**src/rtl/cpu_types_pkg.sv**
```systemverilog
// cpu_types_pkg: shared pipeline-control types and helpers.
package cpu_types_pkg;
   typedef enum logic [1:0] {RUN, DSTALL, HALTED} ctrl_state_t;
   typedef logic [4:0] regbits_t;
   function automatic logic [31:0] sat_inc(input logic [31:0] v, input logic inc);
      return (inc && v != 32'hFFFF_FFFF) ? v + 32'd1 : v;
   endfunction
endpackage

```
**src/rtl/hazard_detect.sv**
```systemverilog
// hazard_detect: combinational load-use hazard between the ID/EX load and the IF/ID sources.
module hazard_detect
   import cpu_types_pkg::*;
(
   input  logic     ex_dren_i,
   input  regbits_t ex_wsel_i,
   input  regbits_t id_rs_i,
   input  regbits_t id_rt_i,
   input  logic     id_uses_rt_i,
   output logic     lu_hz_o
);
   // r0 is hardwired to zero, so a load targeting it never creates a dependency
   assign lu_hz_o = ex_dren_i && ex_wsel_i != '0 &&
                    (ex_wsel_i == id_rs_i || (id_uses_rt_i && ex_wsel_i == id_rt_i));
endmodule

```
**src/rtl/pipeline_ctrl.sv**
```systemverilog
// pipeline_ctrl: stage enable/flush sequencer and halt state for the five-stage pipeline.
// Optional PERF_CNT_EN adds saturating stall_cnt/flush_cnt outputs.
module pipeline_ctrl
   import cpu_types_pkg::*;
(
   input  logic     CLK,
   input  logic     RST,
   input  logic     ihit,
   input  logic     dhit,
   input  logic     mem_dREN,
   input  logic     mem_dWEN,
   input  logic     mem_halt,
   input  logic     ex_dREN,
   input  regbits_t ex_wsel,
   input  regbits_t id_rs,
   input  regbits_t id_rt,
   input  logic     id_uses_rt,
   input  logic     ex_branch_taken,
   output logic     pc_en,
   output logic     fd_en,
   output logic     dx_en,
   output logic     xm_en,
   output logic     mw_en,
   output logic     fd_flush,
   output logic     dx_flush,
   output logic     xm_flush,
   output logic     mw_flush,
   output logic     dstall,
   output logic     halt
`ifdef PERF_CNT_EN
   ,output logic [31:0] stall_cnt,
   output logic [31:0] flush_cnt
`endif
);
   ctrl_state_t state_q, state_d;
   logic        lu_hz, dmiss, live;

   hazard_detect u_hazard_detect (
      .ex_dren_i   (ex_dREN),
      .ex_wsel_i   (ex_wsel),
      .id_rs_i     (id_rs),
      .id_rt_i     (id_rt),
      .id_uses_rt_i(id_uses_rt),
      .lu_hz_o     (lu_hz)
   );

   assign dmiss = (mem_dREN || mem_dWEN) && !dhit;
   assign live  = state_q != HALTED;

   always_ff @(posedge CLK or posedge RST) begin
      if (RST) state_q <= RUN;
      else     state_q <= state_d;
   end

   // RUN and DSTALL share exits: a miss (re)enters DSTALL, a clean halt goes to HALTED
   always_comb begin
      state_d = state_q;
      if (live) state_d = dmiss ? DSTALL : mem_halt ? HALTED : RUN;
   end

   always_comb begin
      pc_en    = 1'b0;
      fd_en    = 1'b0;
      dx_en    = 1'b0;
      xm_en    = 1'b0;
      mw_en    = 1'b0;
      fd_flush = 1'b0;
      dx_flush = 1'b0;
      if (live && !dmiss) begin
         xm_en = 1'b1;
         mw_en = 1'b1;
         if (ex_branch_taken) begin
            pc_en    = 1'b1;
            fd_flush = 1'b1;
            dx_flush = 1'b1;
         end else if (lu_hz) begin
            dx_flush = 1'b1;
         end else if (!ihit) begin
            fd_flush = 1'b1;
            dx_en    = 1'b1;
         end else begin
            pc_en = 1'b1;
            fd_en = 1'b1;
            dx_en = 1'b1;
         end
      end
   end

   assign xm_flush = 1'b0;
   assign mw_flush = 1'b0;
   assign dstall   = state_q == DSTALL;
   assign halt     = state_q == HALTED;

`ifdef PERF_CNT_EN
   logic [31:0] stall_cnt_q, stall_cnt_d, flush_cnt_q, flush_cnt_d;
   always_comb begin
      stall_cnt_d = sat_inc(stall_cnt_q, live && (dmiss || (lu_hz && !ex_branch_taken) || !ihit));
      flush_cnt_d = sat_inc(flush_cnt_q, live && !dmiss && ex_branch_taken);
   end
   always_ff @(posedge CLK or posedge RST) begin
      if (RST) begin
         stall_cnt_q <= '0;
         flush_cnt_q <= '0;
      end else begin
         stall_cnt_q <= stall_cnt_d;
         flush_cnt_q <= flush_cnt_d;
      end
   end
   assign stall_cnt = stall_cnt_q;
   assign flush_cnt = flush_cnt_q;
`endif
endmodule

```
**config.mk**
```make
export PLATFORM = sky130hd
export DESIGN_NAME = pipeline_ctrl
export DESIGN_NICKNAME = d
export VERILOG_FILES = /design/src/rtl/cpu_types_pkg.sv /design/src/rtl/hazard_detect.sv /design/src/rtl/pipeline_ctrl.sv
export SDC_FILE = /design/constraint.sdc
export NUM_CORES = 1
export LEC_CHECK = 0
export BUFFER_PORTS_ARGS = -buffer_cell sky130_fd_sc_hd__buf_2
export CELL_PAD_IN_SITES_DETAIL_PLACEMENT = 0
export CELL_PAD_IN_SITES_GLOBAL_PLACEMENT = 2
export CORE_UTILIZATION = 14
export DETAILED_ROUTE_END_ITERATION = 16
export PLACE_DENSITY = 0.79
export SYNTH_ARGS = -nofsm -noshare
export SYNTH_HDL_FRONTEND = slang
export SYNTH_SLANG_ARGS = --single-unit
```
**constraint.sdc**
```tcl
create_clock -name CLK -period 1.58 [get_ports CLK]
set_input_delay 0.158 -clock CLK [delete_from_list [all_inputs] [get_ports CLK]]
set_output_delay 0.158 -clock CLK [all_outputs]
set_load 0.02 [all_outputs]
```
==> flow_summary.yaml <==
layout:
  regMostFlops: "state_q"
  top_regs: "state_q: 2 flops"
  nNetsFinal: 109
  largest_reg_flops: 2
  antenna_cells: 0
  drive_above_1_share: 0.6463
  syn_to_final_growth_pct: 110.3
  fill_cells: 238
place:
  place_ws_ns: -0.1796
  dpl.hpwl_um: 806.1
  io_buffer_count: 33
  place_congestion: 0.7074
detailed_routing:
  drt_iter0_drc: 0
  wl_met2_um: 510
  wl_met1_um: 375
  dr.pass1.iters: 1
  num_vias: 417
  routed.top_layer: "met3"
  routed_wirelength_um: 960
  met3_length_um: 74
  wl_per_cell_um: 8.807
  postRouteAntennaNets: 0
  vias_per_cell: 3.826
  drcViolationCount: 0
synth:
  ys.warnings.count: 0
  syn-cell-area_um2: 316.6
  ys_top_cells_by_area: "xnor2_1 (28%), dfrtp_1 (16%), nor2b_1 (7.9%), buf_4 (7.1%), a2111oi_2 (4.7%)"
  synth.distinct_cells: 21
  yosysTopAreaCellShare: 0.2767
  synthCells: 41
  synthTopCellsByCount: "xnor2_1 (10), nor2b_1 (4), buf_4 (3), inv_1 (3)"
  async_flop_share: 1.000
  ys_seq_elements: 2
  yosysSeqAreaShare: 0.1581
  synth-edff-count: 0
  avgSynthCellArea_um2: 7.721
  synth_top_area_cell: "xnor2_1"
  ys.flop_type: "dfrtp_1"
  yosysMostFrequentCell: "xnor2_1"
floorplan:
  ioPinCount: 36
  coreArea_mm2: 0.002042
  start_util: 0.1550
  die_h_um: 49.55
  die_x_um: 49.55
  dieArea_mm2: 0.002455
  fp-row-count: 16
worst_hold_path:
  hold_depth: 2
  hold_class: "input port to flip-flop"
  hp-start: "mem_halt"
  min_to: "state_q[1]"
grt:
  grt_usage: 0.07869
  grt_max_degree: 8
  grt_pass1_wl_mm: 1.449
  grt_antenna_before_repair: 0
  grt_pass1_vias: 392
  grt-ovfl-total: 0
sta:
  final_hold_viol_count: 0
  rsz0062_at_grt: "yes"
  setup_viol: 1
  fmax_mhz: 615.1
  drv_slew: 0
  fin_hold_ws_ns: 0.1373
  post-route-period-util: 1.029
  tns_ns: -0.04584
  fin_ws_ns: -0.04584
  fin_skew_ns: 0.001408
  final.min_clock_period_ns: 1.626
worst_setup_path:
  r2r_slack_ns: 0.81
  crit_family: "simple AND/OR/NAND/NOR gates"
  worstReg2RegStart: "state_q[1]"
  worstSetupPathType: "input port to output pin"
  cp.arrival_ns: 1.47
  reg2reg_to: "state_q[1]"
  path_max_fanout: 4
  critPathRequiredTime_ns: 1.42
  cp-start-kind: "input port"
  worstRegToRegCells: 2
  slowest_stage: "or4_4"
  cp-end-kind: "output pin"
  startpoint: "ex_wsel[4]"
  max_stage_delay_ns: 0.52
  path_cells: "buf_6 -> or4_4 -> o21a_4 -> a2111oi_4 -> buf_4"
  crit_buf_inv: 2
pwr:
  ir_worst_vdd_v: 0.0002723
  powerDensity_mw_per_mm2: 715.9
  p_leak_uw: 0.0003211
status:
  violations: "setup timing"
  status: "finished with violations"
clock_network:
  cts_tree: "yes"
  clkLatencyLatePin_ns: 0.22
  cts_buffers: 3
  clock-root-buffer: "clkbuf_4"
  htree_levels: 1
  cts.sinks: 2
  cts_buffer_depth: 2
  cts.clk_slew.worst_paths_ns: 0.03
job:
  drv_cap: 0
[how the worst max path moves through the flow]
stage               cells past startpoint  slack (ns)    end
finish                                  5       -0.05  fd_en
global route                            5       -0.08  fd_en
CTS                                     5        -0.1  fd_en
detailed placement                      5       -0.18  fd_en
global placement                        5       -0.17  fd_en
floorplan                               3        0.03  fd_en
[layout make-up]
cell class | instances | area [um2] | area share
Clock buffer | 3 | 22.52 | 0.03383
Sequential cell | 2 | 50.05 | 0.07519
Tap cell | 27 | 33.78 | 0.05075
Multi-Input combinational cell | 34 | 295.3 | 0.4436
Inverter | 3 | 11.26 | 0.01692
Timing Repair Buffer | 40 | 252.7 | 0.3797
[power breakdown]
| group | total [uW] | switching [uW] | leakage [uW] | internal, uW |
|---|---|---|---|---|
| clock | 112 | 27.9 | 0.0000138 | 83.7 |
| combinational | 297 | 152 | 0.000284 | 145 |
| sequential | 67.8 | 6.26 | 0.0000234 | 61.6 |
[stage by stage]
stage	total power (uW)	cells	utilization	cell area [um2]
final	476.5	109	0.3260	665.6
after global routing	506.7	109	0.3260	665.6
after CTS	460.1	108	0.3064	625.6
after detailed placement	317.6	104	0.2763	564.3
after global placement	315.9	104	0.2763	564.3
after floorplan	233.5	42	-	350.3
[layout by cell type (no fill, tap or decap)]
master	count
buf_4	9
buf_2	26
dfrtp_1	2
conb_1	2
dlygate4sd3_1	1
nor2b_4	3
inv_1	2
o21bai_1	1
or4_4	1
o22ai_1	1
a211oi_2	1
nand4_1	1
buf_6	4
o21ai_0	2
nor2b_1	1
nand3_1	1
a2111oi_4	1
and2_1	1
a31o_2	1
a21o_1	1
inv_2	1
clkbuf_4	3
a21oi_2	2
xnor2_1	10
nand2_1	2
nor2_1	1
o21a_4	1
[kinds of logic after synthesis]
family / after synthesis / share of synthesized area
AOI/OAI and AO/OA: 11 / 0.2530
xor gates and xnor gates: 10 / 0.2767
and+or+nand+nor: 11 / 0.1937
buffers and inverters: 6 / 0.1067
other: 1 / 0.01185
DFF: 2 / 0.1581
[layer usage]
layer,vias up,GRT usage
li1,218,-
met1,180,0.08471
met2,19,0.1396
met3,0,0
met4,0,0.07143
met5,-,0
[repair_timing]
action	CTS	global route
hold buffers	1	0
endpoints found under the hold margin	2	0
setup buffers	0	1
resized for setup	9	8
endpoints found under the setup margin	5	5
pin swaps	4	3
No activity file was read; power rests on OpenSTA's default activity.
